==> config.mk <==
export PLATFORM = sky130hd
export DESIGN_NAME = mips_cpu_muldiv_unit
export DESIGN_NICKNAME = d
export VERILOG_FILES = /design/src/rtl/mips_cpu_muldiv_pkg.sv /design/src/rtl/mips_cpu_div_iter.sv /design/src/rtl/mips_cpu_muldiv_unit.sv
export SDC_FILE = /design/constraint.sdc
export NUM_CORES = 2
export LEC_CHECK = 0
export CAP_MARGIN = 5
export CORE_MARGIN = 2
export CORE_UTILIZATION = 43
export CTS_BUF_LIST = sky130_fd_sc_hd__clkbuf_8
export DETAILED_ROUTE_END_ITERATION = 6
export PLACE_DENSITY = 0.62
export SLEW_MARGIN = 20
export SYNTH_ARGS = -nofsm -noshare
export SYNTH_HDL_FRONTEND = slang
export SYNTH_HIERARCHICAL = 1
export SYNTH_SLANG_ARGS = --single-unit
==> constraint.sdc <==
create_clock -name clk -period 23.6 [get_ports clk]
set_clock_uncertainty 0.15 [all_clocks]
set_input_delay 4.72 -clock clk [delete_from_list [all_inputs] [get_ports clk]]
set_output_delay 4.72 -clock clk [all_outputs]
set_load 0.01 [all_outputs]
==> src/rtl/mips_cpu_muldiv_pkg.sv <==
// Shared types for the Hi/Lo multiply/divide unit: op codes, FSM states, divide-by-zero fill.
// Latency: n/a (types and constants only).
// Backpressure: n/a.
package mips_cpu_muldiv_pkg;

    typedef enum logic [2:0] {
        OP_NOP   = 3'd0,
        OP_MULT  = 3'd1,
        OP_MULTU = 3'd2,
        OP_DIV   = 3'd3,
        OP_DIVU  = 3'd4,
        OP_MTHI  = 3'd5,
        OP_MTLO  = 3'd6,
        OP_RSVD  = 3'd7    // decoded as NOP
    } muldiv_op_t;

    typedef enum logic [2:0] {
        ST_IDLE      = 3'd0,
        ST_MUL       = 3'd1,
        ST_DIV_PRE   = 3'd2,
        ST_DIV_ITER  = 3'd3,
        ST_DIV_POST  = 3'd4,
        ST_WRITEBACK = 3'd5
    } muldiv_state_t;

    // Divide by zero: every quotient bit is set (Lo = all ones) and the remainder
    // is the untouched dividend (Hi = a), independent of signedness.
    localparam logic DIV0_QUO_BIT = 1'b1;

    function automatic logic is_mul_op(input muldiv_op_t op);
        return (op == OP_MULT) || (op == OP_MULTU);
    endfunction

    function automatic logic is_div_op(input muldiv_op_t op);
        return (op == OP_DIV) || (op == OP_DIVU);
    endfunction

endpackage

==> src/rtl/mips_cpu_div_iter.sv <==
// Unsigned radix-2 restoring divider, one quotient bit per cycle.
// Latency: WIDTH cycles after start; done pulses the cycle quotient/remainder are final.
// Backpressure: none; start restarts unconditionally, owner must not start while it waits.
// Ports: clk/rst (sync, active-high), start loads dividend/divisor,
//        quotient/remainder hold the result, done is a one-cycle pulse.
module mips_cpu_div_iter #(
    parameter int WIDTH = 32
) (
    input  logic             clk,
    input  logic             rst,
    input  logic             start,
    input  logic [WIDTH-1:0] dividend,
    input  logic [WIDTH-1:0] divisor,
    output logic [WIDTH-1:0] quotient,
    output logic [WIDTH-1:0] remainder,
    output logic             done
);

    localparam int CW = $clog2(WIDTH + 1);

    logic [WIDTH-1:0] rem_q;
    logic [WIDTH-1:0] quo_q;    // dividend bits shift out the top, quotient bits in at the bottom
    logic [WIDTH-1:0] dvs_q;
    logic [CW-1:0]    cnt_q;
    logic             active_q;
    logic             done_q;

    logic [WIDTH:0]   partial;
    logic [WIDTH:0]   diff;
    logic             fits;

    // Partial remainder is always < divisor, so the shifted value fits in WIDTH+1 bits.
    always_comb begin
        partial = {rem_q, quo_q[WIDTH-1]};
        diff    = partial - {1'b0, dvs_q};
        fits    = !diff[WIDTH];
    end

    always_ff @(posedge clk) begin
        if (rst) begin
            rem_q    <= '0;
            quo_q    <= '0;
            dvs_q    <= '0;
            cnt_q    <= '0;
            active_q <= 1'b0;
            done_q   <= 1'b0;
        end else if (start) begin
            rem_q    <= '0;
            quo_q    <= dividend;
            dvs_q    <= divisor;
            cnt_q    <= CW'(WIDTH);
            active_q <= 1'b1;
            done_q   <= 1'b0;
        end else if (active_q) begin
            rem_q    <= fits ? diff[WIDTH-1:0] : partial[WIDTH-1:0];
            quo_q    <= {quo_q[WIDTH-2:0], fits};
            cnt_q    <= cnt_q - CW'(1);
            done_q   <= (cnt_q == CW'(1));
            active_q <= (cnt_q != CW'(1));
        end else begin
            done_q   <= 1'b0;
        end
    end

    assign quotient  = quo_q;
    assign remainder = rem_q;
    assign done      = done_q;

endmodule

==> src/rtl/mips_cpu_muldiv_unit.sv <==
// Multi-cycle MULT/MULTU/DIV/DIVU/MTHI/MTLO unit owning the architectural Hi/Lo registers.
// Latency: multiply MUL_LATENCY cycles, divide WIDTH+3 cycles, MTHI/MTLO 1 cycle.
// Backpressure: op_ready = !busy; requests while busy are ignored and must be held.
// Ports: clk/rst (sync, active-high); op_valid/op_ready handshake with op, a, b;
//        flush cancels the in-flight op; busy, done pulse, hi/lo architectural registers.
module mips_cpu_muldiv_unit
    import mips_cpu_muldiv_pkg::*;
#(
    parameter int WIDTH       = 32,
    parameter int MUL_LATENCY = 2
) (
    input  logic             clk,
    input  logic             rst,
    input  logic             op_valid,
    output logic             op_ready,
    input  logic [2:0]       op,
    input  logic [WIDTH-1:0] a,
    input  logic [WIDTH-1:0] b,
    input  logic             flush,
    output logic             busy,
    output logic             done,
    output logic [WIDTH-1:0] hi,
    output logic [WIDTH-1:0] lo
);

    localparam int CW = $clog2(WIDTH) + 1;
    localparam logic [CW-1:0] MUL_LAST = (MUL_LATENCY >= 2) ? CW'(MUL_LATENCY - 2) : '0;
    localparam logic [CW-1:0] DIV_LAST = CW'(WIDTH - 1);

    muldiv_state_t     state_q, state_d;
    muldiv_op_t        op_in, op_q;
    logic [WIDTH-1:0]  a_q, b_q;
    logic [WIDTH-1:0]  hi_q, lo_q;
    logic [WIDTH-1:0]  div_hi_q, div_lo_q;
    logic [CW-1:0]     cnt_q;
    logic              q_neg_q, r_neg_q, div_zero_q;

    logic              accept, take, wb_fire;
    logic [2*WIDTH-1:0] a_ext, b_ext, prod;
    logic              div_signed, a_neg, b_neg;
    logic [WIDTH-1:0]  mag_a, mag_b;
    logic [WIDTH-1:0]  res_hi, res_lo;
    logic              div_start, div_done;
    logic [WIDTH-1:0]  div_quo, div_rem;

    assign op_in  = muldiv_op_t'(op);
    assign accept = op_valid && op_ready;
    assign take   = accept && !flush;     // a flush in the accept cycle drops the op

    // ---------------- FSM: state register ----------------
    always_ff @(posedge clk) begin
        if (rst) state_q <= ST_IDLE;
        else     state_q <= state_d;
    end

    // ---------------- FSM: next state ----------------
    always_comb begin
        state_d = state_q;
        case (state_q)
            ST_IDLE: begin
                if (take) begin
                    if (is_mul_op(op_in))
                        state_d = (MUL_LATENCY == 1) ? ST_WRITEBACK : ST_MUL;
                    else if (is_div_op(op_in))
                        state_d = ST_DIV_PRE;
                end
            end
            ST_MUL:       if (cnt_q == MUL_LAST) state_d = ST_WRITEBACK;
            ST_DIV_PRE:   state_d = ST_DIV_ITER;
            ST_DIV_ITER:  if (cnt_q == DIV_LAST) state_d = ST_DIV_POST;
            ST_DIV_POST:  state_d = ST_WRITEBACK;
            ST_WRITEBACK: state_d = ST_IDLE;
            default:      state_d = ST_IDLE;
        endcase
        if (flush && state_q != ST_IDLE) state_d = ST_IDLE;
    end

    // ---------------- FSM: outputs ----------------
    // The result is shown on hi/lo combinationally during WRITEBACK so it is visible
    // in that cycle while a same-cycle flush can still suppress it.
    always_comb begin
        busy      = (state_q != ST_IDLE);
        op_ready  = !busy;
        wb_fire   = (state_q == ST_WRITEBACK) && !flush;
        done      = wb_fire;
        div_start = (state_q == ST_DIV_PRE);
        hi        = wb_fire ? res_hi : hi_q;
        lo        = wb_fire ? res_lo : lo_q;
    end

    // Cycle counter shared by the MUL wait and the divide iterations; restarts on entry.
    always_ff @(posedge clk) begin
        if (rst)
            cnt_q <= '0;
        else if (state_d == state_q && (state_q == ST_MUL || state_q == ST_DIV_ITER))
            cnt_q <= cnt_q + CW'(1);
        else
            cnt_q <= '0;
    end

    // ---------------- Operand capture ----------------
    always_ff @(posedge clk) begin
        if (rst) begin
            op_q <= OP_NOP;
            a_q  <= '0;
            b_q  <= '0;
        end else if (take) begin
            op_q <= op_in;
            a_q  <= a;
            b_q  <= b;
        end
    end

    // ---------------- Multiply ----------------
    // Sign-extending both operands to 2*WIDTH makes the low 2*WIDTH bits of an
    // unsigned product equal the two's-complement signed product.
    always_comb begin
        a_ext = {{WIDTH{(op_q == OP_MULT) & a_q[WIDTH-1]}}, a_q};
        b_ext = {{WIDTH{(op_q == OP_MULT) & b_q[WIDTH-1]}}, b_q};
        prod  = a_ext * b_ext;
    end

    // ---------------- Divide sign handling ----------------
    // Negating the most-negative value wraps to itself, which is its correct
    // unsigned magnitude, so MIN / -1 falls out as quotient MIN, remainder 0.
    always_comb begin
        div_signed = (op_q == OP_DIV);
        a_neg      = div_signed & a_q[WIDTH-1];
        b_neg      = div_signed & b_q[WIDTH-1];
        mag_a      = a_neg ? (~a_q + WIDTH'(1)) : a_q;
        mag_b      = b_neg ? (~b_q + WIDTH'(1)) : b_q;
    end

    mips_cpu_div_iter #(.WIDTH(WIDTH)) u_div_iter (
        .clk       (clk),
        .rst       (rst),
        .start     (div_start),
        .dividend  (mag_a),
        .divisor   (mag_b),
        .quotient  (div_quo),
        .remainder (div_rem),
        .done      (div_done)
    );

    always_ff @(posedge clk) begin
        if (rst) begin
            q_neg_q    <= 1'b0;
            r_neg_q    <= 1'b0;
            div_zero_q <= 1'b0;
            div_hi_q   <= '0;
            div_lo_q   <= '0;
        end else begin
            if (state_q == ST_DIV_PRE) begin
                q_neg_q    <= a_neg ^ b_neg;
                r_neg_q    <= a_neg;
                div_zero_q <= (b_q == '0);
            end
            if (state_q == ST_DIV_POST && div_done) begin
                if (div_zero_q) begin
                    div_lo_q <= {WIDTH{DIV0_QUO_BIT}};
                    div_hi_q <= a_q;
                end else begin
                    div_lo_q <= q_neg_q ? (~div_quo + WIDTH'(1)) : div_quo;
                    div_hi_q <= r_neg_q ? (~div_rem + WIDTH'(1)) : div_rem;
                end
            end
        end
    end

    always_comb begin
        res_hi = is_mul_op(op_q) ? prod[2*WIDTH-1:WIDTH] : div_hi_q;
        res_lo = is_mul_op(op_q) ? prod[WIDTH-1:0]       : div_lo_q;
    end

    // ---------------- Architectural Hi/Lo ----------------
    always_ff @(posedge clk) begin
        if (rst) begin
            hi_q <= '0;
            lo_q <= '0;
        end else if (wb_fire) begin
            hi_q <= res_hi;
            lo_q <= res_lo;
        end else if (take) begin
            if (op_in == OP_MTHI) hi_q <= a;
            if (op_in == OP_MTLO) lo_q <= a;
        end
    end

endmodule

==> impl_metrics.json <==
{
  "hold_class": "reg -> reg",
  "async_flop_share_pct": 0,
  "cts.repair.resized": 0,
  "switchingPower_uw": 793,
  "post-dp-hpwl_mm": 141,
  "port_buffers": 137,
  "grt_pass1_vias": 47200,
  "cts_max_level": 2,
  "ys.warnings.count": 6,
  "coreArea_um2": 129000,
  "setup_viol": 0,
  "die_y_um": 365,
  "yosysUniqueCellTypes": 86,
  "ant_nets": 0,
  "clockBufferDepth": 3,
  "wirelength_mm": 188,
  "p_leak_nw": 26.1,
  "final.min_clock_period_ps": 15960,
  "fill_cells": 12800,
  "synthCells": 6721,
  "fmax_mhz": 62.6,
  "path_class": "reg -> out",
  "grt_util_all_layers_pct": 28.5,
  "grt_most_used_layer": "met2",
  "synth_flop_cell": "dfxtp_1",
  "path_clk_slew_ps": 70,
  "required_ps": 18730,
  "die-area_um2": 133000,
  "period_share_pct": 67.6,
  "seqCellArea_um2": 6240,
  "power_frac_seq_pct": 30.5,
  "maxSlewHeadroom_pct": 23.3,
  "met1_usage_pct": 38.3,
  "rsz0062_at_grt": "no",
  "post-route-util_pct": 46.2,
  "cp_max_fo": 21,
  "end_kind": "primary output",
  "synthesis.area_um2": 56000,
  "final_net_count": 8024,
  "gr-usage-met2_pct": 45.9,
  "maxSlewViolCount": 0,
  "insertion_delay_ps": 700,
  "ys_seq_area_share_pct": 11.1,
  "io_pins": 138,
  "cts_sinks": 311,
  "gp_congestion": 0.961,
  "cts_tree": "done",
  "initial_utilization_pct": 43.3,
  "pwr-share-clk_pct": 28.5,
  "dp_worst_setup_slack_ps": 8580,
  "routed_via_density": 5.52,
  "num_vias": 46100,
  "p_int_mw": 1.06,
  "worstSetupStartpointType": "register",
  "synth-seq-cells": 311,
  "met3_usage_pct": 4.77,
  "syn_nets": 8170,
  "drtIter0Drc": 4368,
  "peakVddDrop_uv": 35.1,
  "cts_setup_buffers": 0,
  "wl_per_cell_um": 22.5,
  "drive_above_1_share_pct": 3.70,
  "sw_frac_of_total_pct": 42.8,
  "cts_buffers": 53,
  "drc": 0,
  "rows": 132,
  "p_per_area_nw_per_um2": 31.0,
  "p_total_mw": 1.85,
  "fin_setup_tns_ps": 0,
  "comb_power_share_pct": 41.0,
  "max_cap_violations": 0,
  "cts-root-buf": "clkbuf_8",
  "antenna_found_initial": 7,
  "hold_violations": 0,
  "tightest_slew_ps": 1150,
  "syn_to_final_growth_pct": 6.80,
  "syn_area_per_cell_um2": 8.34,
  "grt_max_degree": 87,
  "die_w_um": 365,
  "status": "finished clean",
  "crit_arrival_ps": 11090,
  "firstDrtPassIters": 6,
  "grt_pass1_wl_mm": 289,
  "grt_overflow": 0,
  "synth-edff-count": 0,
  "multiInputGateArea_um2": 43500,
  "fin_ws_ps": 7640,
  "holdBufCountCts": 0
}
cell usage in the layout (no fill, tap or decap), types with 24 or more instances in the layout:
master	instances
o21bai_1	24
inv_1	1267
clkdlybuf4s50_1	136
nor2_1	365
o31ai_1	31
and3_1	27
xor2_1	93
and2_1	283
nor3_1	60
mux2i_1	106
clkbuf_8	63
a211oi_1	29
nand2_1	1260
o211ai_1	24
xnor2_1	137
a21oi_1	346
ha_1	252
nand3_1	44
a21o_1	48
o21a_1	27
o21ai_0	156
dfxtp_1	299
fa_1	1126
buf_4	98
a31oi_1	28
stage by stage:
stage          area [µm²]  hold slack [ps]  instances
2_1_floorplan       56000              280       6721
3_3_place_gp        58800              288       8262
3_5_place_dp        58800              294       8262
4_1_cts             59800              303       8356
5_1_grt             59800              319       8356
6_report            59900              302       8359
critical path, cell delays in order, from the launching register on:
cell and delay [ps]:
dfxtp_1 370, nor3b_2 200, buf_4 300, and2_1 620, nand2_1 200, inv_1 190
fa_1 510, fa_1 640, fa_1 490, inv_1 480, fa_1 540, fa_1 490
fa_1 570, fa_1 430, fa_1 500, inv_1 50, ha_1 360, a21oi_1 230
o21ai_0 260, a21oi_1 210, o21ai_0 230, a2111oi_2 560, nor2_1 100, nor3b_1 230
o41ai_1 150, a21oi_1 720, clkdlybuf4s50_1 740
kinds of logic (layout without fill, tap and decap cells):
group / after synthesis / in the layout / synth area share, %
other: 0 / 3 / 0
adder cells (fa/ha/maj): 1378 / 1378 / 45.8
AND/OR/NAND/NOR: 2176 / 2176 / 17.0
XOR/XNOR: 231 / 231 / 3.64
buffers and inverters: 1685 / 1578 / 11.3
flip-flops: 311 / 311 / 11.1
AO/OA/AOI/OAI: 832 / 832 / 9.10
multiplexers: 108 / 108 / 1.93
metal layers:
layer	share of wire, %	routed length, µm	up-vias
met3	8.3	15600	405
li1	-	-	20100
met1	41	76800	23600
met5	0.026	48	-
met2	46	86300	2018
met4	4.7	8920	6
sequential cells by signal (all words and copies together), names as in the netlist:
signal and flops:
u_div_iter/done 1, u_div_iter/active_q 1, op_q 3, r_neg_q 1
u_div_iter/remainder 32, div_lo_q 32, lo_q 32, u_div_iter/cnt_q 6
div_zero_q 1, div_hi_q 32, hi_q 32, a_q 32
cnt_q 6, state_q 3, b_q 32, u_div_iter/dvs_q 32
u_div_iter/quotient 32, q_neg_q 1
Yosys cell counts, types with 106 or more instances:
cell type  count  area, µm²
clkbuf_1     351       1320
o21ai_0      156        781
fa_1        1126      22500
and2_1       283       1770
nor2_1       366       1370
xnor2_1      137       1200
a21oi_1      346       1730
inv_1       1248       4680
mux2i_1      106       1060
dfxtp_1      311       6230
ha_1         252       3150
nand2_1     1261       4730
cell type report:
| class | instances | share of cell area, % |
|---|---|---|
| Multi-Input combinational cell | 4725 | 72.7 |
| Sequential cell | 311 | 10.4 |
| Inverter | 1249 | 7.84 |
| Tap cell | 1742 | 3.64 |
| Timing Repair Buffer | 235 | 3.53 |
| Clock buffer | 63 | 1.45 |
| Clock inverter | 31 | 0.347 |
| Antenna cell | 3 | 0.0125 |
power by group through the flow:
stage	combinational (mW)	sequential, mW	clock (mW)
3_5_place_dp	0.744	0.577	0
4_1_cts	0.748	0.565	0.535
5_1_grt	0.819	0.567	0.557
3_3_place_gp	0.738	0.577	0
2_1_floorplan	0.510	0.559	0
6_report	0.760	0.566	0.528
final timing paths:
path | from | to | slack (ps) | cells past startpoint
setup / recovery | op_q[2]$_SDFFE_PP0P_ | hi[29] | 7640 | 26
hold reg to reg | lo_q[18]$_SDFFE_PP0P_ | lo_q[18]$_SDFFE_PP0P_ | 300 | 2
setup reg to reg | op_q[2]$_SDFFE_PP0P_ | hi_q[19]$_SDFFE_PP0P_ | 13550 | 31
hold / removal | lo_q[18]$_SDFFE_PP0P_ | lo_q[18]$_SDFFE_PP0P_ | 300 | 2
Power figures use the tool's default switching activity.
